===== src/rtl/id_ex_stage.sv =====
// ---------------------------------------------------------------------------
// id_ex_stage
// ID/EX pipeline register for the five-stage MIPS core.
//
// Captures decoded operands, immediate, register addresses and control bits
// from ID on every rising edge, and adds:
//   - a valid bit travelling with the instruction,
//   - external hold (ext_stall) and squash (flush),
//   - load-use hazard detection with automatic one-cycle bubble insertion,
//   - a precomputed branch target and destination register,
//   - a saturating count of inserted load-use bubbles.
//
// Ports
//   clk, reset                 clock, asynchronous active-high reset
//   id_*                       decoded instruction currently in ID
//   flush                      squash the instruction entering EX
//   ext_stall                  downstream busy, hold EX contents
//   ex_*                       registered EX-stage copies / derived fields
//   hazard_stall               load-use detected (combinational)
//   stall_if_id                freeze PC and IF/ID (hazard_stall | ext_stall)
//   bubble_cnt                 load-use bubbles inserted, saturating
//
// Pipeline control, evaluated every cycle in this priority order:
//   flush        -> EX becomes a bubble (valid, control and datapath all 0)
//   ext_stall    -> EX holds every field, including ex_valid
//   hazard_stall -> EX becomes a bubble and bubble_cnt increments
//   otherwise    -> EX loads ID (control bits forced to 0 when !id_valid)
// IF/ID is expected to hold whenever stall_if_id is high, so the dependent
// instruction is presented again on the cycle after its bubble.
// ---------------------------------------------------------------------------
module id_ex_stage #(
    parameter int DATA_W  = 32,
    parameter int RADDR_W = 5,
    parameter int FUNC_W  = 6,
    parameter int CNT_W   = 16
) (
    input  logic               clk,
    input  logic               reset,
    input  logic               id_valid,
    input  logic [DATA_W-1:0]  id_rd1,
    input  logic [DATA_W-1:0]  id_rd2,
    input  logic [DATA_W-1:0]  id_imm,
    input  logic [DATA_W-1:0]  id_pc_plus4,
    input  logic [RADDR_W-1:0] id_rs,
    input  logic [RADDR_W-1:0] id_rt,
    input  logic [RADDR_W-1:0] id_rd,
    input  logic [FUNC_W-1:0]  id_func,
    input  logic               id_reg_write,
    input  logic               id_mem_to_reg,
    input  logic               id_mem_read,
    input  logic               id_mem_write,
    input  logic               id_branch,
    input  logic               id_jump,
    input  logic               id_reg_dst,
    input  logic               id_alu_src,
    input  logic [2:0]         id_alu_op,
    input  logic               flush,
    input  logic               ext_stall,
    output logic               ex_valid,
    output logic [DATA_W-1:0]  ex_rd1,
    output logic [DATA_W-1:0]  ex_rd2,
    output logic [DATA_W-1:0]  ex_imm,
    output logic [DATA_W-1:0]  ex_pc_plus4,
    output logic [DATA_W-1:0]  ex_branch_target,
    output logic [RADDR_W-1:0] ex_rs,
    output logic [RADDR_W-1:0] ex_rt,
    output logic [RADDR_W-1:0] ex_dest,
    output logic [FUNC_W-1:0]  ex_func,
    output logic               ex_reg_write,
    output logic               ex_mem_to_reg,
    output logic               ex_mem_read,
    output logic               ex_mem_write,
    output logic               ex_branch,
    output logic               ex_jump,
    output logic               ex_reg_dst,
    output logic               ex_alu_src,
    output logic [2:0]         ex_alu_op,
    output logic               hazard_stall,
    output logic               stall_if_id,
    output logic [CNT_W-1:0]   bubble_cnt
);

    // Control bits packed as {reg_write, mem_to_reg, mem_read, mem_write,
    //                         branch, jump, reg_dst, alu_src}
    localparam int CTRL_W = 8;

    logic               r_valid;
    logic [DATA_W-1:0]  r_rd1;
    logic [DATA_W-1:0]  r_rd2;
    logic [DATA_W-1:0]  r_imm;
    logic [DATA_W-1:0]  r_pc_plus4;
    logic [DATA_W-1:0]  r_branch_target;
    logic [RADDR_W-1:0] r_rs;
    logic [RADDR_W-1:0] r_rt;
    logic [RADDR_W-1:0] r_dest;
    logic [FUNC_W-1:0]  r_func;
    logic [CTRL_W-1:0]  r_ctrl;
    logic [2:0]         r_alu_op;
    logic [CNT_W-1:0]   r_bubble_cnt;

    logic [CTRL_W-1:0]  w_ctrl_in;
    logic [2:0]         w_alu_op_in;
    logic [DATA_W-1:0]  w_branch_target;
    logic [RADDR_W-1:0] w_dest;
    logic               w_hazard;
    logic               w_rt_match;

    // An instruction that is not valid must never carry live control bits
    // into EX, otherwise it could write the register file or memory.
    assign w_ctrl_in   = id_valid ? {id_reg_write, id_mem_to_reg, id_mem_read,
                                     id_mem_write, id_branch, id_jump,
                                     id_reg_dst, id_alu_src}
                                  : '0;
    assign w_alu_op_in = id_valid ? id_alu_op : 3'b000;

    // Word offset shifted into a byte offset; the top two immediate bits fall
    // off and the sum wraps modulo 2^DATA_W.
    assign w_branch_target = id_pc_plus4 + {id_imm[DATA_W-3:0], 2'b00};
    assign w_dest          = id_reg_dst ? id_rd : id_rt;

    // Load in EX whose destination is read by the instruction in ID. $0 is
    // hardwired to zero so it can never be a real dependency. A flushed ID
    // instruction is discarded anyway, so it does not need a bubble.
    assign w_rt_match   = (r_rt == id_rs) || (r_rt == id_rt);
    assign w_hazard     = r_valid && r_ctrl[5] && (r_rt != '0) && id_valid &&
                          w_rt_match && !flush;
    assign hazard_stall = w_hazard;
    assign stall_if_id  = w_hazard || ext_stall;

    always_ff @(posedge clk or posedge reset) begin
        if (reset) begin
            r_valid         <= 1'b0;
            r_rd1           <= '0;
            r_rd2           <= '0;
            r_imm           <= '0;
            r_pc_plus4      <= '0;
            r_branch_target <= '0;
            r_rs            <= '0;
            r_rt            <= '0;
            r_dest          <= '0;
            r_func          <= '0;
            r_ctrl          <= '0;
            r_alu_op        <= 3'b000;
            r_bubble_cnt    <= '0;
        end else if (flush || (!ext_stall && w_hazard)) begin
            // Bubble: flush wins over a hold so a squashed instruction can
            // never survive a downstream stall.
            r_valid         <= 1'b0;
            r_rd1           <= '0;
            r_rd2           <= '0;
            r_imm           <= '0;
            r_pc_plus4      <= '0;
            r_branch_target <= '0;
            r_rs            <= '0;
            r_rt            <= '0;
            r_dest          <= '0;
            r_func          <= '0;
            r_ctrl          <= '0;
            r_alu_op        <= 3'b000;
            // Only load-use bubbles are counted, never flush bubbles.
            if (!flush && (r_bubble_cnt != {CNT_W{1'b1}})) begin
                r_bubble_cnt <= r_bubble_cnt + 1'b1;
            end
        end else if (!ext_stall) begin
            r_valid         <= id_valid;
            r_rd1           <= id_rd1;
            r_rd2           <= id_rd2;
            r_imm           <= id_imm;
            r_pc_plus4      <= id_pc_plus4;
            r_branch_target <= w_branch_target;
            r_rs            <= id_rs;
            r_rt            <= id_rt;
            r_dest          <= w_dest;
            r_func          <= id_func;
            r_ctrl          <= w_ctrl_in;
            r_alu_op        <= w_alu_op_in;
        end
    end

    assign ex_valid         = r_valid;
    assign ex_rd1           = r_rd1;
    assign ex_rd2           = r_rd2;
    assign ex_imm           = r_imm;
    assign ex_pc_plus4      = r_pc_plus4;
    assign ex_branch_target = r_branch_target;
    assign ex_rs            = r_rs;
    assign ex_rt            = r_rt;
    assign ex_dest          = r_dest;
    assign ex_func          = r_func;
    assign ex_reg_write     = r_ctrl[7];
    assign ex_mem_to_reg    = r_ctrl[6];
    assign ex_mem_read      = r_ctrl[5];
    assign ex_mem_write     = r_ctrl[4];
    assign ex_branch        = r_ctrl[3];
    assign ex_jump          = r_ctrl[2];
    assign ex_reg_dst       = r_ctrl[1];
    assign ex_alu_src       = r_ctrl[0];
    assign ex_alu_op        = r_alu_op;
    assign bubble_cnt       = r_bubble_cnt;

endmodule

===== config.mk =====
export PLATFORM = sky130hd
export DESIGN_NAME = id_ex_stage
export DESIGN_NICKNAME = d
export VERILOG_FILES = /design/src/rtl/id_ex_stage.sv
export SDC_FILE = /design/constraint.sdc
export NUM_CORES = 1
export LEC_CHECK = 0
export CORE_MARGIN = 1
export CORE_UTILIZATION = 35
export CTS_BUF_LIST = sky130_fd_sc_hd__clkbuf_8 sky130_fd_sc_hd__clkbuf_16
export DETAILED_ROUTE_END_ITERATION = 7
export GPL_ROUTABILITY_DRIVEN = 0
export PLACE_DENSITY = 0.67
export SKIP_LAST_GASP = 1
export SYNTH_ARGS = -nofsm -noshare
export SYNTH_HDL_FRONTEND = slang
export SYNTH_SLANG_ARGS = --single-unit

===== constraint.sdc =====
create_clock -name clk -period 9.45 [get_ports clk]
set_input_delay 2.835 -clock clk [delete_from_list [all_inputs] [get_ports clk]]
set_output_delay 2.835 -clock clk [all_outputs]
set_load 0.03 [all_outputs]

==> results of run 1 <==
[synthesized netlist by cell type (all sizes together) (5+ instances only)]
library cell	number	area (um2)
a22o	154	1350
nand4	5	31.3
xnor2	20	175
nor2	24	90.1
nand2	66	248
a21o	9	67.6
o211ai	7	57.6
dfrtp	207	5180
o21ai	54	364
xor2	32	280
clkbuf	28	105
a21oi	36	184
mux2i	5	50.1
ha	30	375
nor3	5	35.0
inv	11	41.3
buf	27	214
and3	7	43.8
nand3	12	60.1
[cells by family (layout without fill, tap and decap cells)]
group           count (synthesis)  in the layout  share of synthesized area (%)
buf+inv                        66            434                           3.83
xor+xnor                       52             52                           4.84
simple gates                  136            136                           6.65
compound gates                292            292                           24.8
flops                         207            207                           55.1
fa+ha+maj                      31             31                           4.20
other cells                     0              3                              0
mux                             6              6                          0.652
[cell type report]
type                    count  area share, %
inverters                  11          0.345
diodes                      3         0.0531
flip-flops and latches    207           36.7
well taps                 335           2.97
repair buffers            380           26.8
clock inverters             8          0.239
clock buffers              35           5.40
multi-input cells         517           27.5
[worst paths after layout]
kind / startpoint / endpoint / slack, ns / cells past startpoint
worst max-delay path: id_rt[1] / stall_if_id / 1.54 / 7
worst min-delay path: ex_branch_target[16] / ex_branch_target[16] / 0.47 / 2
worst max register to register: ex_rt[3] / ex_rs[3] / 6.26 / 8
worst min register to register: ex_branch_target[16] / ex_branch_target[16] / 0.47 / 2
max in group asynchronous: reset / ex_imm[23] / 4.96 / 3
min in group asynchronous: reset / ex_rd2[11] / 2.94 / 2
[worst register-to-register path: stages (launching register included)]
cell      delay, ns
dfrtp_1        0.53
xor2_1         0.18
nor2_1         0.08
a22oi_2        0.34
a211oi_2       0.12
nor3_4         0.16
buf_4          0.62
buf_4          0.80
a22o_1         0.30
[power by group]
group / leakage (nW) / internal (mW) / switching, mW
clock: 0.418 / 0.554 / 0.365
sequential: 2.76 / 0.938 / 0.0309
combinational: 3.10 / 0.232 / 0.296
[state kept, by name, summed over array words and instances (netlist names), 6 cells and up]
name,cells
ex_imm,32
ex_pc_plus4,32
ex_rd1,32
ex_rd2,32
ex_branch_target,30
bubble_cnt,16
r_ctrl,8
ex_func,6
[metal layers]
layer	track usage, %	wire [um]
met5	0	0
met3	4.81	2160
met4	6.83	664
met2	37.1	15100
met1	26.2	12000
==> metrics, run 1 <==
Seq cells post-synth=207; largest net degree at the start of global routing=between 100 and 150; routed len/inst=about 20 um; CTS Buf Count=24; Util after Layout=a little over half; max cap viols=0; clk buf depth=3; critical path class=in -> out; Pre-antenna DRT Iters=7; Cell Area, Synth=around 9400 um2; Iter 0 DRT Violations=between 500 and 600; Finished Layout Cells=around 1500; run status=complete, but fails checks; Syn Nets=986; row count=slightly below 60; Post-synth EDFFs=0; Worst-path clk slew=about 0.06 ns; Max Slew Vio Count=0; via count of the routed design=between 7000 and 8000; Hold Fails Final Rpt=0; period utilization=between 80% and 90%; Final ANT Viol Nets=0; # fillers=around 2300; CTS tree=done; maximum vdd drop=between 0.0001 and 0.00015 V; failing checks=design-rule violations; Boundary Pins=around 380; Die ar.=roughly 28000 um2; IO Port Bufs=approximately 380; Yosys cell types=60; most common cell after layout, fill and taps aside=clkdlybuf4s50_1; Critical path buffers and inverters=2; Hold Crit Class=reg -> reg; area grow syn2layout=50.2%; Vias/cell=about 5.2; setup TNS=0 ns; global-route wire length before repair=between 40 and 50 mm; PD cells=about 170 nW/um2; placed cell area=13300 um2; Hold Buf Count CTS=0; post-CTS setup buffers=0; Slew headroom=a little over a fifth; CP arrival=about 5 ns; delay-heaviest family, CP=buffers and inverters; Placeable Area=roughly 26000 um2; clock skew=around 0.0086 ns; routed wire length=30.0 mm; die height=166 um; minimum clock period=a little under 8 ns; final worst slack=1.54 ns; initial core utilization=35.9%; FF/Latch Area=a little over 5000 um2; commonest cells after routing, fill and taps aside=clkdlybuf4s50_1, dfrtp_1, a22o_1, nand2_1, a21oi_1; total gr overflow=0; post-CTS sizing=0; # H-tree levels=1; Critical Path RT=6.62 ns; clk_lat worst skew=between 0.5 and 0.6 ns; Final Cell Area=~14000 um2; slowest library cell on the worst path=clkdlybuf4s50_1; GRT Util Overall=between 20% and 30%; crit-path most repeated cell=clkdlybuf4s50_1; root buffer cell=clkbuf_16; PnR Total Power=roughly 2.4 mW; unrepaired setup endpoints after global routing=false; fin nets=~1300; Seq/Total Area, Yosys=between 50% and 60%; crit-path max FO=4; Slew @ Worst Pin=between 1 and 1.5 ns; Max Clk Rate=approximately 130 MHz; YS warnings=0; Inst Count DP=about 1500; worst-path cell chain=clkdlybuf4s50_1 -> xor2_1 -> nor3_1 -> a22oi_2 -> a211oi_2 -> or2_2 -> clkdlybuf4s50_1; vias in the first global route=7968; CTS sink count=around 210; die width=~170 um; Post-synth top flop=dfrtp_1; FFs w/ async S/R, synth=100%; DRC errors left=30; area of the multi-input gates=slightly below 4000 um2; cells after synthesis=790; Setup Slack @ Placement=1.51 ns; final setup violation count=0; Hold WS=about 0.47 ns; hpwl dp=about 22 mm; CP peak stage delay=~0.70 ns; static leakage=about 6.3 nW; Avg Cell Area, Syn=roughly 12 um2; CP Capture Type=output pin; layout cells sized above 1=7.08%; initial antenna violation count=3; CP Launch Type=primary input
(Power assumes the default switching activity.)
==> inputs of run 2 (changes only) <==
clock period = 7.77 ns   (was 9.45 ns; I/O delays follow)
==> metrics, run 2 (synthesized netlist as in run 1, its figures left out) <==
Critical path buffers and inverters=2 (unchanged); maximum vdd drop=0.000148 V (+19%); DR WL met2=14.7 mm (-2.7%); initial core utilization=35.9% (unchanged); die width=166 um (unchanged); max cap viols=0 (unchanged); hpwl dp=21.6 mm (+0.66%); Worst-path clk slew=0.06 ns (about the same); delay-heaviest family, CP=buffers and inverters; PD cells=204 nW/um2 (+19%); most common cell after layout, fill and taps aside=clkdlybuf4s50_1; Slew @ Worst Pin=1.03 ns (-0.158 ns); total gr overflow=0 (unchanged); crit-path most repeated cell=clkdlybuf4s50_1; period utilization=between 80% and 90%; via count of the routed design=7809 (-0.20%); Iter 0 DRT Violations=509 (-15%); IO Port Bufs=375 (unchanged); Max Clk Rate=145 MHz; CP Launch Type=primary input; global-route wire length before repair=47.2 mm (+0.99%); met1 WL=12.2 mm (+1.4%); static leakage=6.26 nW (-0.32%); vias in the first global route=7994 (+0.33%); Pre-antenna DRT Iters=6 (-1); clock skew=0.0161 ns (+0.00746 ns); clk buf depth=3 (unchanged); area grow syn2layout=49.6%; layout cells sized above 1=6.66% (-0.42 points); CTS sink count=207 (unchanged); Die ar.=27500 um2 (unchanged); GRT Util Overall=21.7% (+0.38 points); CP peak stage delay=0.68 ns (-0.02 ns); commonest cells after routing, fill and taps aside=clkdlybuf4s50_1, dfrtp_1, a22o_1, nand2_1, a21oi_1; routed wire length=30.1 mm (+0.42%); minimum clock period=between 6 and 7 ns; Vias/cell=5.23 (about the same); Hold Buf Count CTS=0 (unchanged); Util after Layout=53.7% (-0.19 points); Critical Path RT=5.44 ns (-1.18 ns); post-CTS setup buffers=0 (unchanged); Hold Crit Class=reg -> reg; failing checks=design-rule violations; CTS Buf Count=24 (unchanged); Slew headroom=31.5% (+11 points); fin nets=1338 (+0.075%); largest net degree at the start of global routing=136 (+1.5%); slowest library cell on the worst path=clkdlybuf4s50_1; crit-path max FO=4 (unchanged); Placeable Area=26200 um2 (unchanged); die height=166 um (unchanged); Boundary Pins=376 (unchanged); setup TNS=0 ns (unchanged); root buffer cell=clkbuf_16; worst-path cell chain=clkdlybuf4s50_1 -> xor2_1 -> nor3_1 -> a22oi_2 -> a211oi_2 -> or2_2 -> clkdlybuf4s50_1; Hold Fails Final Rpt=0 (unchanged); CP arrival=4.57 ns (-0.51 ns); Final ANT Viol Nets=0 (unchanged); routed len/inst=20.1 um (+0.62%); Max Slew Vio Count=0 (unchanged); clk_lat worst skew=0.51 ns (about the same); row count=59 (unchanged); final setup violation count=0 (unchanged); critical path class=in -> out; final worst slack=0.864 ns (-0.674 ns); DR top layer=met4; Setup Slack @ Placement=0.857 ns (-0.649 ns); post-CTS sizing=0 (unchanged); slack of the worst reg-to-reg path=5.08 ns (-1.18 ns); # H-tree levels=1 (unchanged); WL met3=2.20 mm (+1.8%); CTS tree=done; DRC errors left=31 (+3.3%); run status=complete, but fails checks; CP Capture Type=output pin; unrepaired setup endpoints after global routing=false; initial antenna violation count=2 (-1)
-- run 2: changes by cell type in the layout (fill, tap and decap cells not counted), sizes merged --
cell	delta
diode	-1
clkinvlp	+1
clkbuf	-5
buf	+1
clkinv	-1
inv	+2
-- run 2: cell type report --
type	instances	area [um2]
Multi-Input combinational cell	517	3880
Clock buffer	30	694
Inverter	11	45.0
Antenna cell	2	5.00
Clock inverter	10	40.0
Fill cell	2296	12100
Tap cell	335	419
Timing Repair Buffer	381	3810
Sequential cell	207	5180
-- run 2: where the power goes --
group	total (mW)	leakage (nW)	switching (mW)	internal, mW
sequential	1.18	2.76	0.0376	1.14
clock	1.05	0.394	0.433	0.621
combinational	0.645	3.11	0.362	0.283
-- run 2: worst paths after layout --
kind                                            from                   end  cells past startpoint
worst max-delay path                        id_rt[1]           stall_if_id                      7
worst min-delay path            ex_branch_target[11]  ex_branch_target[11]                      2
worst max register to register              ex_rt[1]            ex_dest[3]                      6
worst min register to register  ex_branch_target[11]  ex_branch_target[11]                      2
max in group asynchronous                      reset            ex_imm[23]                      3
min in group asynchronous                      reset             ex_rd2[2]                      3
-- run 2: routing by layer --
layer | up-vias | GRT usage (%)
met5 | - | 0
met4 | 0 | 7.84
met3 | 55 | 5.53
met2 | 306 | 36.8
met1 | 3800 | 26.8
li1 | 3648 | -
-- run 2: worst reg2reg max path, stage by stage (launching register included) --
cell      delay (ns)
dfrtp_1         0.47
xor2_1          0.20
nor3_1          0.24
a22oi_2         0.17
a211oi_2        0.35
or3_2           0.88
o21ai_0         0.23
-- run 2: stage by stage --
step	area (um2)	cells	hold WS, ns	power [mW]
floorplan	9410	790	0.655	1.55
global placement	13300	1451	0.460	1.84
detailed placement	13300	1451	0.464	1.84
CTS	14100	1491	0.478	2.92
global route	14100	1493	0.499	3.01
finish	14100	1493	0.474	2.88
==> RTL change, RTL diff (config.mk and constraints of run 1) <==
Register the output `bubble_cnt` once more, cleared by the reset; this adds one clock of latency there. The other outputs are not delayed to match.
--- a/src/rtl/id_ex_stage.sv
+++ b/src/rtl/id_ex_stage.sv
@@ -196,6 +196,12 @@
     assign ex_reg_dst       = r_ctrl[1];
     assign ex_alu_src       = r_ctrl[0];
     assign ex_alu_op        = r_alu_op;
-    assign bubble_cnt       = r_bubble_cnt;
+    always_ff @(posedge clk or posedge reset) begin
+        if (reset) begin
+            bubble_cnt <= '0;
+        end else begin
+            bubble_cnt <= r_bubble_cnt;
+        end
+    end
 
 endmodule
Check against the original RTL: not equivalent (a bounded check fails within 4 cycles, from zero or initial values and one cycle with reset high).
==> RTL change against run 1 <==
Sequential cell count is 16 higher; power is 9.4% higher; clock power is 19% higher; routed wire length is 0.95% lower; area after synthesis is 1.2% higher; cell area is 2.7% higher; register-to-register slack better by 0.32 ns; critical path type unchanged; largest cell class unchanged; setup slack better by 0.13 ns; critical endpoint unchanged; combinational power is 3% lower.
==> RTL change: results (changes against run 1) <==
[status]
status = completed

[critical_path]
crit_path_start = id_rt[2]
timing.rr.start = ex_rt[2]$_DFFE_PP0P_
worstPathArrival_ns = 4.95  ; -0.13 ns
reg2reg_slack_ns = 6.58  ; +0.32 ns
crit_fanout = 5  ; +1
r2r-end = ex_branch_target[27]$_DFFE_PP0P_

[synth]
synth_seq_area_share_pct = 58.6  ; +3.6 points
ys_types = 51  ; -15%
synth-xor-area-share_pct = 4.32  ; -0.52 points
synth_edf_count = 0  ; unchanged
synthMuxAreaShare_pct = 0.854  ; +0.20 points
yosys-top-cells-area = dfrtp_1, a22o_1, ha_1
synth_compound_area_share_pct = 22.3  ; -2.4 points
syn-num-nets = 994  ; +0.81%
synth_common_cells = dfrtp_1, a22o_1, nand2_1

[power_and_ir_drop]
intPower_w = 0.00193  ; +12%
power_frac_comb_pct = 19.4  ; -2.5 points
ir_drop_mv = 0.105  ; -16%
cellLeakagePower_nw = 6.46  ; +2.8%

[drt]
drtIter0Drc = 495  ; -17%
vias = 7826  ; +0.013%
drtPass1Iterations = 5  ; -2
drt_wl_total_um = 29700  ; -0.95%

[global_route]
grt_pass1_wl_um = 46500  ; -0.55%
grt_max_degree = 185  ; +38%
grt_use_total_pct = 21.1  ; -0.27 points

[hold_path]
hp-start = r_bubble_cnt[1]$_DFFE_PP0P_
min_path_cells = 0  ; -2

[finish]
drive_gt1_share_pct = 5.03  ; -2.0 points
fin_nets = 1349  ; +0.90%

[sta]
slew_headroom_pct = 40.8  ; +20 points
fin_skew_ns = 0.00974  ; +0.00114 ns

[clock_network]
cts_made_buffers = 26  ; +8.3%

[placement]
dp_hpwl_um = 20900  ; -2.8%

RTL change: metal layers:
| layer | GRT usage [%] | routed length, um |
|---|---|---|
| met1 | 27.0 | 12500 |
| met2 | 35.2 | 14300 |
| met3 | 5.32 | 2230 |
| met4 | 6.00 | 661 |
| met5 | 0 | 0 |
RTL change: worst max-delay path: stages:
cell	delay, ns
clkdlybuf4s50_1	0.52
xnor2_1	0.14
nand3_1	0.21
o22ai_1	0.26
nand2_1	0.16
nand2b_1	0.12
clkdlybuf4s50_1	0.70
RTL change: logic make-up after synthesis:
| kind of cell | Yosys count |
|---|---|
| flip-flops | 223 |
| XOR/XNOR | 47 |
| AO/OA/AOI/OAI | 277 |
| multiplexers | 8 |
| AND/OR/NAND/NOR | 143 |
| buffers and inverters | 69 |
| adder cells (fa/ha/maj) | 31 |
RTL change: area by class of cell:
| cell class | count | area [um2] |
|---|---|---|
| inverter | 15 | 63.8 |
| sequential | 223 | 5580 |
| multi-input combinational | 506 | 3680 |
| clock inverter | 15 | 206 |
| fill | 2253 | 11800 |
| tap | 335 | 419 |
| clock buffer | 32 | 744 |
| antenna | 2 | 5.00 |
| timing repair buffer | 381 | 3810 |
RTL change: through the flow:
step / std cells / area [um2] / hold slack [ns] / setup slack, ns / power (W)
2_1_floorplan: 798 / 9520 / 0.386 / 0.509 / 0.00133
3_3_place_gp: 1460 / 13600 / 0.406 / 1.70 / 0.00156
3_5_place_dp: 1460 / 13600 / 0.415 / 1.68 / 0.00157
4_1_cts: 1507 / 14500 / 0.430 / 1.68 / 0.00268
5_1_grt: 1509 / 14500 / 0.440 / 1.52 / 0.00275
6_report: 1509 / 14500 / 0.422 / 1.67 / 0.00264
